**src/rtl/mult_pkg.sv**
```systemverilog
// Shared types and constants for the sequential shift-and-add multiplier.
package mult_pkg;

    typedef enum logic [1:0] {
        IDLE  = 2'd0,
        CALC  = 2'd1,
        FIXUP = 2'd2,
        DONE  = 2'd3
    } state_t;

    localparam int         MULT_W   = 32;
    localparam int         PROD_W   = 64;
    localparam int         CNT_W    = 5;
    localparam logic [4:0] LAST_CNT = 5'd31;

    // Two's-complement magnitude; 0x80000000 maps to itself, read as unsigned 2^31.
    function automatic logic [MULT_W-1:0] abs_mag(input logic [MULT_W-1:0] v);
        return v[MULT_W-1] ? (~v + 32'd1) : v;
    endfunction

endpackage

```
**src/rtl/seq_mult32_and32.sv**
```systemverilog
// Partial-product gate: bitwise AND of two 32-bit words.
module and32 (
    input  logic [31:0] x,
    input  logic [31:0] y,
    output logic [31:0] z
);

    assign z = x & y;

endmodule

```
**src/rtl/seq_mult32.sv**
```systemverilog
// 32x32 -> 64-bit shift-and-add multiplier, one multiplier bit per cycle.
// Optional signed operands when MULT_SIGNED_EN is defined.
import mult_pkg::*;

module seq_mult32 #(
    parameter int WIDTH = MULT_W
) (
    input  logic                 clk,
    input  logic                 reset,
    input  logic                 start,
    input  logic [WIDTH-1:0]     a,
    input  logic [WIDTH-1:0]     b,
`ifdef MULT_SIGNED_EN
    input  logic                 is_signed,
`endif
    output logic                 busy,
    output logic                 done,
    output logic [2*WIDTH-1:0]   product
);

    state_t              state_r;
    logic [MULT_W-1:0]   mcand_r;
    logic [PROD_W-1:0]   prod_r;
    logic [CNT_W-1:0]    count_r;
    logic [MULT_W-1:0]   pp_s;
    logic [MULT_W:0]     sum_s;
`ifdef MULT_SIGNED_EN
    logic                sign_r;
`endif

    and32 u_pp (
        .x (mcand_r),
        .y ({MULT_W{prod_r[0]}}),
        .z (pp_s)
    );

    // Upper half plus partial product, keeping the carry out.
    always_comb begin
        sum_s = {1'b0, prod_r[PROD_W-1:MULT_W]} + {1'b0, pp_s};
    end

    // Control FSM, datapath registers and registered status outputs.
    always_ff @(posedge clk) begin
        if (reset) begin
            state_r <= IDLE;
            mcand_r <= {MULT_W{1'b0}};
            prod_r  <= {PROD_W{1'b0}};
            count_r <= {CNT_W{1'b0}};
            busy    <= 1'b0;
            done    <= 1'b0;
            product <= {PROD_W{1'b0}};
`ifdef MULT_SIGNED_EN
            sign_r  <= 1'b0;
`endif
        end else begin
            // Status follows the state one cycle later, so done lines up with product.
            busy <= (state_r == CALC) || (state_r == FIXUP);
            done <= (state_r == DONE);
            case (state_r)
                IDLE, DONE: begin
                    if (state_r == DONE) begin
                        product <= prod_r;
                    end
                    if (start) begin
                        count_r <= {CNT_W{1'b0}};
                        state_r <= CALC;
`ifdef MULT_SIGNED_EN
                        if (is_signed) begin
                            mcand_r <= abs_mag(a);
                            prod_r  <= {{MULT_W{1'b0}}, abs_mag(b)};
                            sign_r  <= a[MULT_W-1] ^ b[MULT_W-1];
                        end else begin
                            mcand_r <= a;
                            prod_r  <= {{MULT_W{1'b0}}, b};
                            sign_r  <= 1'b0;
                        end
`else
                        mcand_r <= a;
                        prod_r  <= {{MULT_W{1'b0}}, b};
`endif
                    end else begin
                        state_r <= IDLE;
                    end
                end
                CALC: begin
                    prod_r  <= {sum_s, prod_r[MULT_W-1:1]};
                    count_r <= count_r + 5'd1;
                    if (count_r == LAST_CNT) begin
`ifdef MULT_SIGNED_EN
                        state_r <= sign_r ? FIXUP : DONE;
`else
                        state_r <= DONE;
`endif
                    end else begin
                        state_r <= CALC;
                    end
                end
                FIXUP: begin
                    prod_r  <= {PROD_W{1'b0}} - prod_r;
                    state_r <= DONE;
                end
                default: begin
                    state_r <= IDLE;
                end
            endcase
        end
    end

endmodule

```
**config.mk**
```make
export PLATFORM = sky130hd
export DESIGN_NAME = seq_mult32
export DESIGN_NICKNAME = d
export VERILOG_FILES = /design/src/rtl/mult_pkg.sv /design/src/rtl/seq_mult32_and32.sv /design/src/rtl/seq_mult32.sv
export SDC_FILE = /design/constraint.sdc
export NUM_CORES = 1
export LEC_CHECK = 0
export ABC_AREA = 1
export CELL_PAD_IN_SITES_DETAIL_PLACEMENT = 0
export CELL_PAD_IN_SITES_GLOBAL_PLACEMENT = 1
export CORE_UTILIZATION = 36
export CTS_CLUSTER_DIAMETER = 150
export CTS_CLUSTER_SIZE = 25
export DETAILED_ROUTE_END_ITERATION = 8
export PLACE_DENSITY = 0.76
export REMOVE_ABC_BUFFERS = 1
export SETUP_SLACK_MARGIN = 0.02
export SYNTH_ARGS = -nofsm -noshare
export SYNTH_HDL_FRONTEND = slang
export SYNTH_SLANG_ARGS = --single-unit
```
**constraint.sdc**
```tcl
create_clock -name clk -period 2.1 [get_ports clk]
set_input_delay 0.42 -clock clk [delete_from_list [all_inputs] [get_ports clk]]
set_output_delay 0.42 -clock clk [all_outputs]
set_load 0.02 [all_outputs]
```
Word-level counts from Yosys, hierarchy flattened. Index checks and enable logic that the tools add are counted.

Add/sub/neg operators: 3. Equal/unequal tests: 5. Multiplexer cells: 7. Bitwise operators: 1. Reductions and logical operators: 7.

Operators with widths (count): $pmux 64 s3 (1); $mux 64 (1); $sub 1x64->64 const A (1); $add 32x32->33 (1); $and 32x32->32 (1); $pmux 5 s2 (1); $pmux 2 s3 (1); $reduce_and 2->1 (3); $add 5x1->5 const B (1); $eq 5x5->1 const B (1); $mux 5 (1); $eq 2x2->1 const B (2); $eq 2x1->1 const B (1); $logic_not 2->1 (1); $mux 2 (1); $ne 2x2->1 const B (1); $reduce_bool 2->1 (1); $reduce_or 2->1 (1); $logic_or 1x1->1 (1); $mux 1 (1).

Flip-flop bits (word level): 169. Input bits: 67. Output and inout bits: 66. Logic and storage cells: 30.

Depth between registers and ports, before layout.
Depth after elaboration: 4. Gate-level depth with buffers: 20. Depth with buffers taken out: 18.

Cells and area by module. Synthesis repeated with hierarchy kept, for this count alone.

Cell total of the unflattened synthesis: 1818. Area total of the unflattened synthesis: 11074.4 µm².

Modules (own cells, without submodules): seq_mult32 (instances 1, cells an instance 1754, area an instance 10834.1 µm², sequential area each 3383.2 µm²); and32 (instances 1, cells an instance 64, area an instance 240.2 µm², sequential area each 0.0 µm²).

Worst setup path after synthesis. No wires, ideal clock.

Path type: reg-to-reg. Start point: reg prod_r[0]. End point: reg prod_r[47]. Setup time: 0.126 ns. Data arrival time: 2.196 ns. Required time: 1.974 ns. Slack: -0.221 ns. Stages on the path, launching flop included: 20. Path buffers: 2. Period minus slack after synthesis: 2.321 ns. Cells stage by stage: dfxtp_1 -> buf_6 -> clkbuf_1 -> nand2_1 -> inv_1 -> ha_1 -> inv_1 -> fa_1 -> inv_1 -> nand3_1 -> nand3_1 -> nand2_1 -> nand2_1 -> nand3_1 -> nand2_1 -> nand2_1 -> nand3_1 -> nand2_1 -> nand2_1 -> o21ai_0.

Longest elaborated chain between the ends: 3. Elaborated cells between the ends (all ways): 4. Those cells by class: add/sub: 2; mux: 1; bitwise: 1.

Ends and longest elaborated chain: start: declaration (RTL line seq_mult32.sv:23) `logic [PROD_W-1:0] prod_r;`; start signal: assignment (RTL line seq_mult32.sv:47) `prod_r <= {PROD_W{1'b0}};`; start signal: assignment (RTL line seq_mult32.sv:79) `prod_r <= {{MULT_W{1'b0}}, b};`; start signal: assignment (RTL line seq_mult32.sv:86) `prod_r <= {sum_s, prod_r[MULT_W-1:1]};`; $and 32x32->32 (RTL line seq_mult32_and32.sv:8) `assign z = x & y;`; $add 32x32->33 (RTL line seq_mult32.sv:39) `sum_s = {1'b0, prod_r[PROD_W-1:MULT_W]} + {1'b0, pp_s};`; $pmux 64 s3 * (RTL line seq_mult32.sv:59) `case (state_r)`.

Mark *: on every way between the ends. The rest lies on a longest branch, timed or not. A chain may end at the register's enable or synchronous reset.

Worst setup path after layout.
Start point: reg prod_r[0]. End point: reg prod_r[45].

The elaborated chain is that of the path after synthesis.

==> out/qor.yml <==
grt_max_degree: 81
maxCapViolCount: 0
slew_violations: 0
gp_congestion: 0.946
drt_pass1_iterations: 7
start_util_pct: 37.0
yosysWarnings: 0
grt_pass1_vias: 11947
wl_um: 43800
cts-htree-levels: 4
grt_pass1_wl_um: 66500
overflow: 0
drive_gt1_share_pct: 25.5
grtUsageTotal_pct: 27.7
fin_nets: 2235
status: "complete, but fails checks"
critPathLaunchType: "flip-flop"
syn_avg_cell_area_um2: 6.00
yosysUniqueCellTypes: 47
ys_seq_area_share_pct: 30.5
path_max_fanout: 8
routed_via_density: 5.16
dp.cells: 2477
yosys.area.top_type_share_pct: 30.5
cts_buffer_depth: 2
setup_slack_ns: -0.178
finClkSkew_ns: 0.0186
synthArstFlopShare_pct: 0
dieHeight_um: 178
routedWlPerCell_um: 17.3
finalCriticalPeriod_ns: 2.28
synth_simple_gate_area_share_pct: 36.7
core_area_mm2: 0.0300
vias: 13062
cts_tree: "done"
cts.clk_slew.worst_paths_ns: 0.08
netlist_area_mm2: 0.0111
die_w_um: 178
diodes: 0
synth_area_leaders: "dfxtp_1 (30%), nand2_1 (18%), inv_1 (8.2%)"
failed_checks: "setup timing"
dp_hpwl_um: 33100
synth_top_family_by_area: "simple AND/OR/NAND/NOR gates"
muxShareOfSynthArea_pct: 0
criticalPathCategory: "reg2reg"
worstMarginPinSlew_ns: 0.470
numPortBuffers: 132
synth_flop_cell: "dfxtp_1"
die_area_mm2: 0.0316
hold_path_class: "reg2reg"
yosys.area.top_type: "dfxtp_1"
clkLatencyLatePin_ns: 0.47
synthXorXnorAreaFrac_pct: 0.315
power_density_mw_per_mm2: 509
yosys.area_share.adder_pct: 4.46
antenna_found_initial: 0
io_pins: 133
worst_ep_required_time_ns: 2.51
ir_drop_uv: 572
cts.sinks: 169
rows: 63
max_freq_mhz: 439
synth_compound_area_share_pct: 16.7
synth_seq_cells: 169
p_leak_nw: 7.82
synthCells: 1851
report.final.setup_viol: 35
ant_nets: 0
hold_ws_ns: 0.474
drc: 0
synth_edf_count: 0
areaGrowthSynthToFinish_pct: 46.3
fin_cells: 2532
cts_buffers: 17
hold_viol: 0
rsz0062_at_grt: "yes"
slew-limit-headroom_pct: 68.7
arrival_ns: 2.69
fin_tns_setup_ns: -2.33
min_period_over_period_pct: 108
worst_setup_path_end_kind: "flip-flop"
clock-root-buffer: "clkbuf_16"
p_total_w: 0.00828
drt-initial-drc-count: 1058
## worst max-delay path: stages (launching register included)
cell	delay (ns)
dfxtp_4	0.39
clkbuf_16	0.18
buf_12	0.14
inv_8	0.06
buf_6	0.09
nand3_4	0.07
nor2_4	0.16
nand2_4	0.10
nor2_8	0.17
nand2_4	0.10
buf_12	0.14
nor2_4	0.16
nand2_1	0.08
nand2_1	0.08
nand3_2	0.07
nand2_1	0.09
nand2_1	0.05
nand2_1	0.07
## layout by cell type, fill, tap and decap left out, types with 14 or more instances in the layout
| cell | count |
|---|---|
| clkdlybuf4s50_1 | 132 |
| inv_2 | 56 |
| nand3_2 | 14 |
| inv_1 | 198 |
| nand2_1 | 431 |
| clkbuf_16 | 19 |
| nor2_1 | 188 |
| buf_4 | 155 |
| buf_6 | 20 |
| dfxtp_1 | 168 |
| nor3_1 | 15 |
| nand2_2 | 76 |
| nor2_4 | 26 |
| a21oi_1 | 111 |
| o21ai_0 | 145 |
| o21ai_1 | 26 |
| ha_4 | 32 |
| nand2_4 | 39 |
| nand3_1 | 100 |
| nand4_1 | 18 |
| nor2_2 | 27 |
## final cells by class
cell class              instances  area (um2)
repair buffers                320        2980
clock inverters                14         131
multi-input cells            1357        7810
clock buffers                  18         429
fillers                      3013       13800
inverters                     264        1020
well taps                     390         488
flip-flops and latches        169        3390
## path summary, 6_finish.rpt
path,start,end,slack (ns),depth (start not counted)
worst min-delay path,count_r[4],count_r[4],0.47,2
worst min register to register,count_r[4],count_r[4],0.47,2
worst max-delay path,prod_r[0],prod_r[45],-0.18,17
worst max register to register,prod_r[0],prod_r[45],-0.18,17
## registers in the layout, indices dropped and copies added (netlist names)
name / flops
mcand_r: 32
done: 1
busy: 1
state_r: 2
product: 64
count_r: 5
prod_r: 64
## cells in the mapped netlist (4+ instances only)
cell type	n
xor2_1	4
nor2_2	14
o22ai_1	13
nand4_1	18
nand2_1	540
ha_1	38
inv_1	244
dfxtp_1	169
clkbuf_1	41
nand3b_1	4
o21ai_0	166
or2_2	4
nor3_1	23
o21ai_1	9
o211ai_1	9
a221oi_1	6
a31oi_1	5
nor2_4	7
nand3_1	118
buf_2	12
inv_2	18
nor2_1	220
a21oi_1	127
## where the power goes
part	switching, W	internal, W	total (W)
combinational	0.00102	0.000700	0.00172
sequential	0.0000854	0.00329	0.00338
clock	0.00160	0.00157	0.00318
total	0.00271	0.00557	0.00828
## per-layer routing
layer | track usage, % | wire length [um]
met5 | 0 | 0
met1 | 39.1 | 20800
met4 | 8.01 | 861
met3 | 3.56 | 2530
met2 | 43.7 | 19600
## through the flow
stage          cell area, um2  setup WS, ns  utilization [%]
2_1_floorplan           10800        -0.889                -
3_3_place_gp            14000        -0.336             46.6
3_5_place_dp            14000        -0.327             46.6
4_1_cts                 15100       -0.0538             50.4
5_1_grt                 16300        -0.288             54.1
6_report                16300        -0.178             54.1
## cells by family after synthesis
kind of cell    count (synthesis)
compound gates                348
buf+inv                       325
fa+ha+maj                      39
simple gates                  966
xor+xnor                        4
flops                         169
## repair_timing
item,in CTS,in global routing
hold buffers,0,0
buffers inserted,8,15
cloned,0,2
setup endpoints to repair,38,49
gates resized for setup,108,289
pin swaps,12,97
(Power assumes the default switching activity.)
